===== src/rtl/low_frequency_square_wave_generator_pkg.sv =====
// Shared definitions for the low-frequency square-wave generator.
//   sqgen_state_t  : top-level FSM states
//   SQGEN_*        : divider widths and the half-period dividend (1e6/2 us)
//   sqgen_bcd_legal: true when every BCD digit is 0..9 and the word is non-zero
package low_frequency_square_wave_generator_pkg;

   typedef enum logic [1:0] {
      ST_IDLE    = 2'd0,
      ST_BCD2BIN = 2'd1,
      ST_DIVIDE  = 2'd2,
      ST_RUN     = 2'd3
   } sqgen_state_t;

   localparam int SQGEN_Q_BITS   = 20;
   localparam int SQGEN_BIN_BITS = 14;
   // Half of one second in microseconds: half-period = 500_000 / f.
   localparam logic [SQGEN_Q_BITS-1:0] SQGEN_DIVIDEND = 20'd500_000;

   function automatic logic sqgen_bcd_legal(input logic [15:0] bcd);
      logic ok;
      ok = (bcd != 16'h0000);
      for (int d = 0; d < 4; d++) begin
         if (bcd[d*4 +: 4] > 4'd9) ok = 1'b0;
      end
      return ok;
   endfunction

endpackage


===== src/rtl/low_frequency_square_wave_generator_if.sv =====
// Control/status bundle of the square-wave generator.
//   start_i/bcd_i      : start pulse and 4-digit BCD frequency (driven by master)
//   ready_o/done_o/error_o/wave_o/edge_o/half_period_o : status and output
//                        wave (driven by the generator, slave side)
interface low_frequency_square_wave_generator_if;
   import low_frequency_square_wave_generator_pkg::*;

   logic                    start_i;
   logic [15:0]             bcd_i;
   logic                    ready_o;
   logic                    done_o;
   logic                    error_o;
   logic                    wave_o;
   logic                    edge_o;
   logic [SQGEN_Q_BITS-1:0] half_period_o;

   modport master (
      output start_i, bcd_i,
      input  ready_o, done_o, error_o, wave_o, edge_o, half_period_o
   );

   modport slave (
      input  start_i, bcd_i,
      output ready_o, done_o, error_o, wave_o, edge_o, half_period_o
   );

endinterface


===== src/rtl/low_frequency_square_wave_generator_period_divider.sv =====
// Restoring divider, one quotient bit per cycle, DIVIDEND_W iterations.
//   clk_i, reset_i : clock, synchronous active-high reset
//   start_i        : loads dividend_i/divisor_i; iteration starts next cycle
//   dividend_i     : numerator (DIVIDEND_W bits)
//   divisor_i      : denominator (DIVISOR_W bits), must be non-zero
//   done_o         : high during the final iteration cycle
//   quot_o         : quotient as it will be after the current iteration;
//                    holds the final truncated quotient while done_o is high
// done_o/quot_o are exposed a cycle early so the caller can register the
// result on the same edge as the last iteration, keeping its latency exact.
module period_divider #(
   parameter int DIVIDEND_W = 20,
   parameter int DIVISOR_W  = 14
) (
   input  logic                  clk_i,
   input  logic                  reset_i,
   input  logic                  start_i,
   input  logic [DIVIDEND_W-1:0] dividend_i,
   input  logic [DIVISOR_W-1:0]  divisor_i,
   output logic                  done_o,
   output logic [DIVIDEND_W-1:0] quot_o
);

   localparam int CNT_W = (DIVIDEND_W > 1) ? $clog2(DIVIDEND_W) : 1;

   logic [DIVIDEND_W-1:0] quot_q, quot_nxt;
   logic [DIVISOR_W-1:0]  rem_q, rem_nxt, div_q;
   logic [DIVISOR_W:0]    rem_sh;
   logic [CNT_W-1:0]      cnt_q;
   logic                  busy_q;
   logic                  take;

   // Quotient register doubles as the dividend shift register: its MSB
   // feeds the partial remainder and the new quotient bit enters at the LSB.
   always_comb begin
      rem_sh   = {rem_q, quot_q[DIVIDEND_W-1]};
      take     = (rem_sh >= {1'b0, div_q});
      rem_nxt  = take ? DIVISOR_W'(rem_sh - {1'b0, div_q}) : rem_sh[DIVISOR_W-1:0];
      quot_nxt = {quot_q[DIVIDEND_W-2:0], take};
   end

   assign done_o = busy_q && (cnt_q == CNT_W'(DIVIDEND_W-1));
   assign quot_o = quot_nxt;

   always_ff @(posedge clk_i) begin
      if (reset_i) begin
         busy_q <= 1'b0;
         cnt_q  <= '0;
         quot_q <= '0;
         rem_q  <= '0;
         div_q  <= '0;
      end else if (start_i) begin
         busy_q <= 1'b1;
         cnt_q  <= '0;
         quot_q <= dividend_i;
         rem_q  <= '0;
         div_q  <= divisor_i;
      end else if (busy_q) begin
         quot_q <= quot_nxt;
         rem_q  <= rem_nxt;
         cnt_q  <= cnt_q + CNT_W'(1);
         if (done_o) busy_q <= 1'b0;
      end
   end

endmodule


===== src/rtl/low_frequency_square_wave_generator.sv =====
// Programmable 1..9999 Hz square-wave source.
//   clk_i   : system clock (CLK_FREQ_HZ, integer multiple of 1 MHz)
//   reset_i : synchronous active-high reset
//   bus     : slave side of low_frequency_square_wave_generator_if
//             (start_i/bcd_i in; ready_o, done_o, error_o, wave_o, edge_o,
//             half_period_o out, all registered)
// A start validates the BCD word, converts it to binary over 4 cycles,
// divides 500_000 by it over 20 cycles and then toggles wave_o every
// half_period_o microseconds.
module low_frequency_square_wave_generator
   import low_frequency_square_wave_generator_pkg::*;
#(
   parameter int CLK_FREQ_HZ = 100_000_000
) (
   input  logic clk_i,
   input  logic reset_i,
   low_frequency_square_wave_generator_if.slave bus
);

   localparam int CLKS_PER_US = CLK_FREQ_HZ / 1_000_000;
   localparam int PRESC_W     = (CLKS_PER_US > 1) ? $clog2(CLKS_PER_US) : 1;

   sqgen_state_t              state_q;
   logic [15:0]               bcd_q;
   logic [1:0]                dig_q;
   logic [SQGEN_BIN_BITS-1:0] bin_q, bin_nxt;
   logic [PRESC_W-1:0]        presc_q;
   logic [SQGEN_Q_BITS-1:0]   us_q, half_q, div_quot;
   logic                      ready_q, done_q, error_q, wave_q, edge_q;
   logic                      div_start, div_done;

   // Digits are consumed from the top nibble of a left-shifting copy.
   assign bin_nxt   = bin_q * SQGEN_BIN_BITS'(10) + SQGEN_BIN_BITS'(bcd_q[15:12]);
   // The divider loads the fully converted value on the last BCD2BIN edge.
   assign div_start = (state_q == ST_BCD2BIN) && (dig_q == 2'd3);

   period_divider #(
      .DIVIDEND_W (SQGEN_Q_BITS),
      .DIVISOR_W  (SQGEN_BIN_BITS)
   ) u_div (
      .clk_i      (clk_i),
      .reset_i    (reset_i),
      .start_i    (div_start),
      .dividend_i (SQGEN_DIVIDEND),
      .divisor_i  (bin_nxt),
      .done_o     (div_done),
      .quot_o     (div_quot)
   );

   always_ff @(posedge clk_i) begin
      if (reset_i) begin
         state_q <= ST_IDLE;
         bcd_q   <= '0;
         dig_q   <= '0;
         bin_q   <= '0;
         presc_q <= '0;
         us_q    <= '0;
         half_q  <= '0;
         ready_q <= 1'b1;
         done_q  <= 1'b0;
         error_q <= 1'b0;
         wave_q  <= 1'b0;
         edge_q  <= 1'b0;
      end else begin
         done_q <= 1'b0;
         edge_q <= 1'b0;
         if (bus.start_i && (state_q == ST_IDLE || state_q == ST_RUN)) begin
            // A (re)start always silences the output and clears timing.
            wave_q  <= 1'b0;
            presc_q <= '0;
            us_q    <= '0;
            if (!sqgen_bcd_legal(bus.bcd_i)) begin
               error_q <= 1'b1;
               ready_q <= 1'b1;
               state_q <= ST_IDLE;
            end else begin
               error_q <= 1'b0;
               ready_q <= 1'b0;
               bcd_q   <= bus.bcd_i;
               bin_q   <= '0;
               dig_q   <= '0;
               state_q <= ST_BCD2BIN;
            end
         end else begin
            case (state_q)
               ST_IDLE: wave_q <= 1'b0;
               ST_BCD2BIN: begin
                  bin_q <= bin_nxt;
                  bcd_q <= {bcd_q[11:0], 4'h0};
                  dig_q <= dig_q + 2'd1;
                  if (dig_q == 2'd3) state_q <= ST_DIVIDE;
               end
               ST_DIVIDE: begin
                  if (div_done) begin
                     half_q  <= div_quot;
                     wave_q  <= 1'b1;
                     edge_q  <= 1'b1;
                     done_q  <= 1'b1;
                     ready_q <= 1'b1;
                     presc_q <= '0;
                     us_q    <= '0;
                     state_q <= ST_RUN;
                  end
               end
               ST_RUN: begin
                  if (presc_q == PRESC_W'(CLKS_PER_US - 1)) begin
                     presc_q <= '0;
                     // Toggle on the tick that completes the half-period.
                     if ((us_q + SQGEN_Q_BITS'(1)) == half_q) begin
                        us_q   <= '0;
                        wave_q <= ~wave_q;
                        edge_q <= ~wave_q;
                     end else begin
                        us_q <= us_q + SQGEN_Q_BITS'(1);
                     end
                  end else begin
                     presc_q <= presc_q + PRESC_W'(1);
                  end
               end
               default: state_q <= ST_IDLE;
            endcase
         end
      end
   end

   assign bus.ready_o       = ready_q;
   assign bus.done_o        = done_q;
   assign bus.error_o       = error_q;
   assign bus.wave_o        = wave_q;
   assign bus.edge_o        = edge_q;
   assign bus.half_period_o = half_q;

endmodule


===== src/flat_wrapper.sv =====
// flat-port wrapper written by rule: the top's interface ports become plain ports
module low_frequency_square_wave_generator_flat import low_frequency_square_wave_generator_pkg::*;
#(
   parameter int CLK_FREQ_HZ = 100_000_000
)
  (clk_i, reset_i, bus_start_i, bus_bcd_i, bus_ready_o, bus_done_o, bus_error_o, bus_wave_o, bus_edge_o, bus_half_period_o);
  low_frequency_square_wave_generator_if bus_i ();
  input  logic clk_i;
  input  logic reset_i;
  input wire logic [$bits(bus_i.start_i)-1:0] bus_start_i;
  input wire logic [$bits(bus_i.bcd_i)-1:0] bus_bcd_i;
  output wire logic [$bits(bus_i.ready_o)-1:0] bus_ready_o;
  output wire logic [$bits(bus_i.done_o)-1:0] bus_done_o;
  output wire logic [$bits(bus_i.error_o)-1:0] bus_error_o;
  output wire logic [$bits(bus_i.wave_o)-1:0] bus_wave_o;
  output wire logic [$bits(bus_i.edge_o)-1:0] bus_edge_o;
  output wire logic [$bits(bus_i.half_period_o)-1:0] bus_half_period_o;
  assign bus_i.start_i = bus_start_i;
  assign bus_i.bcd_i = bus_bcd_i;
  assign bus_ready_o = bus_i.ready_o;
  assign bus_done_o = bus_i.done_o;
  assign bus_error_o = bus_i.error_o;
  assign bus_wave_o = bus_i.wave_o;
  assign bus_edge_o = bus_i.edge_o;
  assign bus_half_period_o = bus_i.half_period_o;
  low_frequency_square_wave_generator #(.CLK_FREQ_HZ(CLK_FREQ_HZ)) u_core (.clk_i(clk_i), .reset_i(reset_i), .bus(bus_i));
endmodule

===== config.mk =====
export PLATFORM = sky130hd
export DESIGN_NAME = low_frequency_square_wave_generator_flat
export DESIGN_NICKNAME = d
export VERILOG_FILES = /design/src/rtl/low_frequency_square_wave_generator_pkg.sv /design/src/rtl/low_frequency_square_wave_generator_if.sv /design/src/rtl/low_frequency_square_wave_generator_period_divider.sv /design/src/rtl/low_frequency_square_wave_generator.sv /design/src/flat_wrapper.sv
export SDC_FILE = /design/constraint.sdc
export NUM_CORES = 1
export LEC_CHECK = 0
export CAP_MARGIN = 25
export CORE_ASPECT_RATIO = 0.75
export CORE_MARGIN = 2
export CORE_UTILIZATION = 55
export DETAILED_ROUTE_END_ITERATION = 7
export GPL_ROUTABILITY_DRIVEN = 1
export PLACE_DENSITY = 0.77
export SYNTH_ARGS = -nofsm -noshare
export SYNTH_HDL_FRONTEND = slang
export SYNTH_SLANG_ARGS = --single-unit

===== constraint.sdc =====
create_clock -name clk_i -period 3.09 [get_ports clk_i]
set_input_delay 0.4635 -clock clk_i [delete_from_list [all_inputs] [get_ports clk_i]]
set_output_delay 0.4635 -clock clk_i [all_outputs]
set_load 0.1 [all_outputs]

==> metrics.csv <==
metric,value,unit
hp-class,flip-flop to flip-flop,
crit_family,simple AND/OR/NAND/NOR gates,
worst_setup_path_end_kind,flip-flop,
maxCapViolCount,0,
first_pass_iters,7,
timing.setup.critical_path_class,flip-flop to flip-flop,
tritoncts,built,
postSynthRegisterBits,139,
unrepaired_setup_endpoints_after_global_routing,true,
finalClockSkew,0.0160,ns
clock_tree.htree_level_count,4,
fp-row-count,37,
average_cell_area_after_synthesis,8.21,µm²
dr.first_iter.drc_count,538,
areaGrowthSynthToFinish,16.9,%
critical_path.n_buffers_inverters,0,
dieHeight,107,µm
power.ir.vdd_worst,545,µV
post_synth_instance_area,0.00785,mm²
die_w,142,µm
power.density,441,mW/mm²
max_buffers_root_to_sink,2,
synth_top_cells_by_area,"sky130_fd_sc_hd__dfxtp_1 (35%), sky130_fd_sc_hd__ha_1 (7.0%), sky130_fd_sc_hd__nand2_1 (5.5%), sky130_fd_sc_hd__mux2i_1 (4.6%), sky130_fd_sc_hd__nor2_1 (4.6%)",
timing.critical_path.slowest_cell_delay,0.42,ns
postSynth.topFlopCell,sky130_fd_sc_hd__dfxtp_1,
hold_start,u_core.u_div.div_q[2]$_SDFFE_PP0P_,
grt_start_max_net_pins,55,
drive_above_1_share,11.9,%
wire_length_of_the_first_global_routing_pass,31200,µm
netlist.area_leader.share,35.4,%
post_route_antenna_net_violation_count,0,
grt_usage,25.5,%
synth_enable_flop_cells,0,
drt-vias-per-instance,5.93,
tightest_slew,0.740,ns
lkg_pwr,3.60,nW
netlist_instances,956,
setup_viol,0,
postCtsHoldBufs,0,
place_hpwl,13400,µm
critical_path.slowest_cell,sky130_fd_sc_hd__or3b_1,
synth_largest_area_cell,sky130_fd_sc_hd__dfxtp_1,
starting_utilization_of_the_core_area,56.7,%
worstReg2RegStart,u_core.us_q[1]$_SDFFE_PP0P_,
worstPathRequired,3.39,ns
num_antenna_cells,0,
report.final.hold_viol_count,0,
insertion_delay,0.43,ns
wl_per_cell,15.8,µm
num_io_pins,44,
globalRouteOverflowTotal,0,
timing.critical_path.fanout_max,8,
cts.sink_count,139,
hold-worst-slack,0.461,ns
timing.final.max_slew_violations,0,
final_critical_period,2.97,ns
synth_cell_type_count,67,
critical_path.cell_chain,"ha_2, and3_1, nand4_1, nor2_1, a31oi_1, or3b_1, o311ai_4, or2_1, o31ai_1",
relSlewSlack,50.7,%
postRouteWirelength,18800,µm
yosys_warning_total,0,
ys_async_sr_fraction,0,%
cp.arrival,3.27,ns
post-route-period-util,96.2,%
first_global_vias,6384,
synthTopCellsByCount,"sky130_fd_sc_hd__dfxtp_1 (139), sky130_fd_sc_hd__nand2_1 (116), sky130_fd_sc_hd__nor2_1 (96)",
cts_made_buffers,17,
floorplan.die_area,0.0153,mm²
path_clk_slew,0.06,ns
ys_seq_area_share,35.4,%
run_status,finished clean,
post-route-drc-count,0,
gp_congestion,0.865,
setup.worst_path.start,u_core.us_q[1]$_SDFFE_PP0P_,
number_of_antenna_violations_at_the_first_check_in_global_routing,0,
layout.core_utilization,66.3,%
maxClockFrequency,336,MHz
finalNetCount,1071,
via_total_after_detailed_routing,7073,
root_buffer,sky130_fd_sc_hd__clkbuf_16,
nFillCells,1114,
syn_nets,1022,
post-synth-top-count-cell,sky130_fd_sc_hd__dfxtp_1,
place.port_buffers,43,
core_area,0.0138,mm²
category_of_the_worst_setup_path_launch_point,flip-flop,
==> where the power goes <==
| part | switching (mW) | total, mW | leakage (nW) | internal, mW |
|---|---|---|---|---|
| registers | 0.0135 | 1.83 | 1.12 | 1.81 |
| logic | 0.130 | 0.204 | 2.20 | 0.0742 |
| clock network | 0.807 | 2.02 | 0.272 | 1.21 |
==> registers in the layout (all words and copies together), names as in the netlist <==
name,count
u_core.bus.ready_o,1
u_core.u_div.div_q,14
u_core.bus.done_o,1
u_core.state_q,2
u_core.u_div.cnt_q,5
u_core.bus.half_period_o,20
u_core.bus.error_o,1
u_core.u_div.busy_q,1
u_core.us_q,20
u_core.bcd_q,16
u_core.bus.edge_o,1
u_core.dig_q,2
u_core.presc_q,7
u_core.bus.wave_o,1
u_core.u_div.quot_q,20
u_core.bin_q,13
u_core.u_div.rem_q,14
==> metal layers <==
metal  global-route usage (%)  up-vias  wire length (µm)
li1                         -     3513                 -
met1                     37.9     3331              9680
met2                     36.9      211              7890
met3                     6.09       18              1130
met4                     6.71        0               142
met5                        0        -                 0
==> worst paths after layout <==
kind,endpoint,slack (ns),cells past startpoint
max,u_core.us_q[10]$_SDFFE_PP0P_,0.12,9
min,u_core.u_div.div_q[2]$_SDFFE_PP0P_,0.46,2
max reg2reg,u_core.us_q[10]$_SDFFE_PP0P_,0.12,9
min reg2reg,u_core.u_div.div_q[2]$_SDFFE_PP0P_,0.46,2
==> final cells by class <==
cell class | count | area, µm² | area share [%]
inverter | 31 | 116 | 1.27
sequential | 139 | 2790 | 30.4
clock inverter | 13 | 143 | 1.55
multi-input combinational | 734 | 4810 | 52.4
tap | 175 | 219 | 2.39
clock buffer | 19 | 443 | 4.82
timing repair buffer | 82 | 659 | 7.18
==> logic make-up after synthesis <==
kind of cell,share of synthesized area [%]
flip-flops,35.4
AO/OA/AOI/OAI,18.2
adder cells (fa/ha/maj),7.78
buffers and inverters,4.14
AND/OR/NAND/NOR,23.6
XOR/XNOR,6.14
multiplexers,4.73
==> through the flow <==
step	worst slack [ns]	instances	cell area (µm²)	power, mW	setup TNS (ns)
after floorplan	0.121	956	7850	1.99	0
after global placement	0.0888	1156	8480	2.06	0
after detailed placement	0.0580	1156	8480	2.07	0
after CTS	0.0454	1188	9060	4.08	0
after global routing	-0.0444	1193	9180	4.19	-0.394
final	0.117	1193	9180	4.05	0
==> repair_timing <==
item | 4_1_cts | 5_1_grt
resized for setup | 0 | 14
endpoints found under the setup margin | 0 | 24
buffers inserted | 0 | 5
==> placed cells by master (no fill, tap or decap), types with 12 or more instances in the layout <==
cell type / count
sky130_fd_sc_hd__inv_1: 30
sky130_fd_sc_hd__a211oi_1: 16
sky130_fd_sc_hd__xnor2_1: 30
sky130_fd_sc_hd__nand2_1: 116
sky130_fd_sc_hd__nand2b_1: 14
sky130_fd_sc_hd__a21o_1: 15
sky130_fd_sc_hd__clkdlybuf4s50_1: 17
sky130_fd_sc_hd__mux2i_1: 36
sky130_fd_sc_hd__a21oi_1: 66
sky130_fd_sc_hd__nor3_1: 22
sky130_fd_sc_hd__dfxtp_1: 135
sky130_fd_sc_hd__o21ai_0: 32
sky130_fd_sc_hd__clkbuf_16: 17
sky130_fd_sc_hd__ha_1: 41
sky130_fd_sc_hd__nand4_1: 19
sky130_fd_sc_hd__nand3_1: 36
sky130_fd_sc_hd__nor2_1: 96
sky130_fd_sc_hd__buf_4: 63
sky130_fd_sc_hd__xor2_1: 24
sky130_fd_sc_hd__a311oi_1: 12
==> tightest hold or removal path, cell delays in order, from the launching register on <==
cell,delay (ns)
sky130_fd_sc_hd__dfxtp_1,0.31
sky130_fd_sc_hd__nand2_1,0.05
sky130_fd_sc_hd__a21oi_1,0.05
No activity file was read; power rests on OpenSTA's default activity.
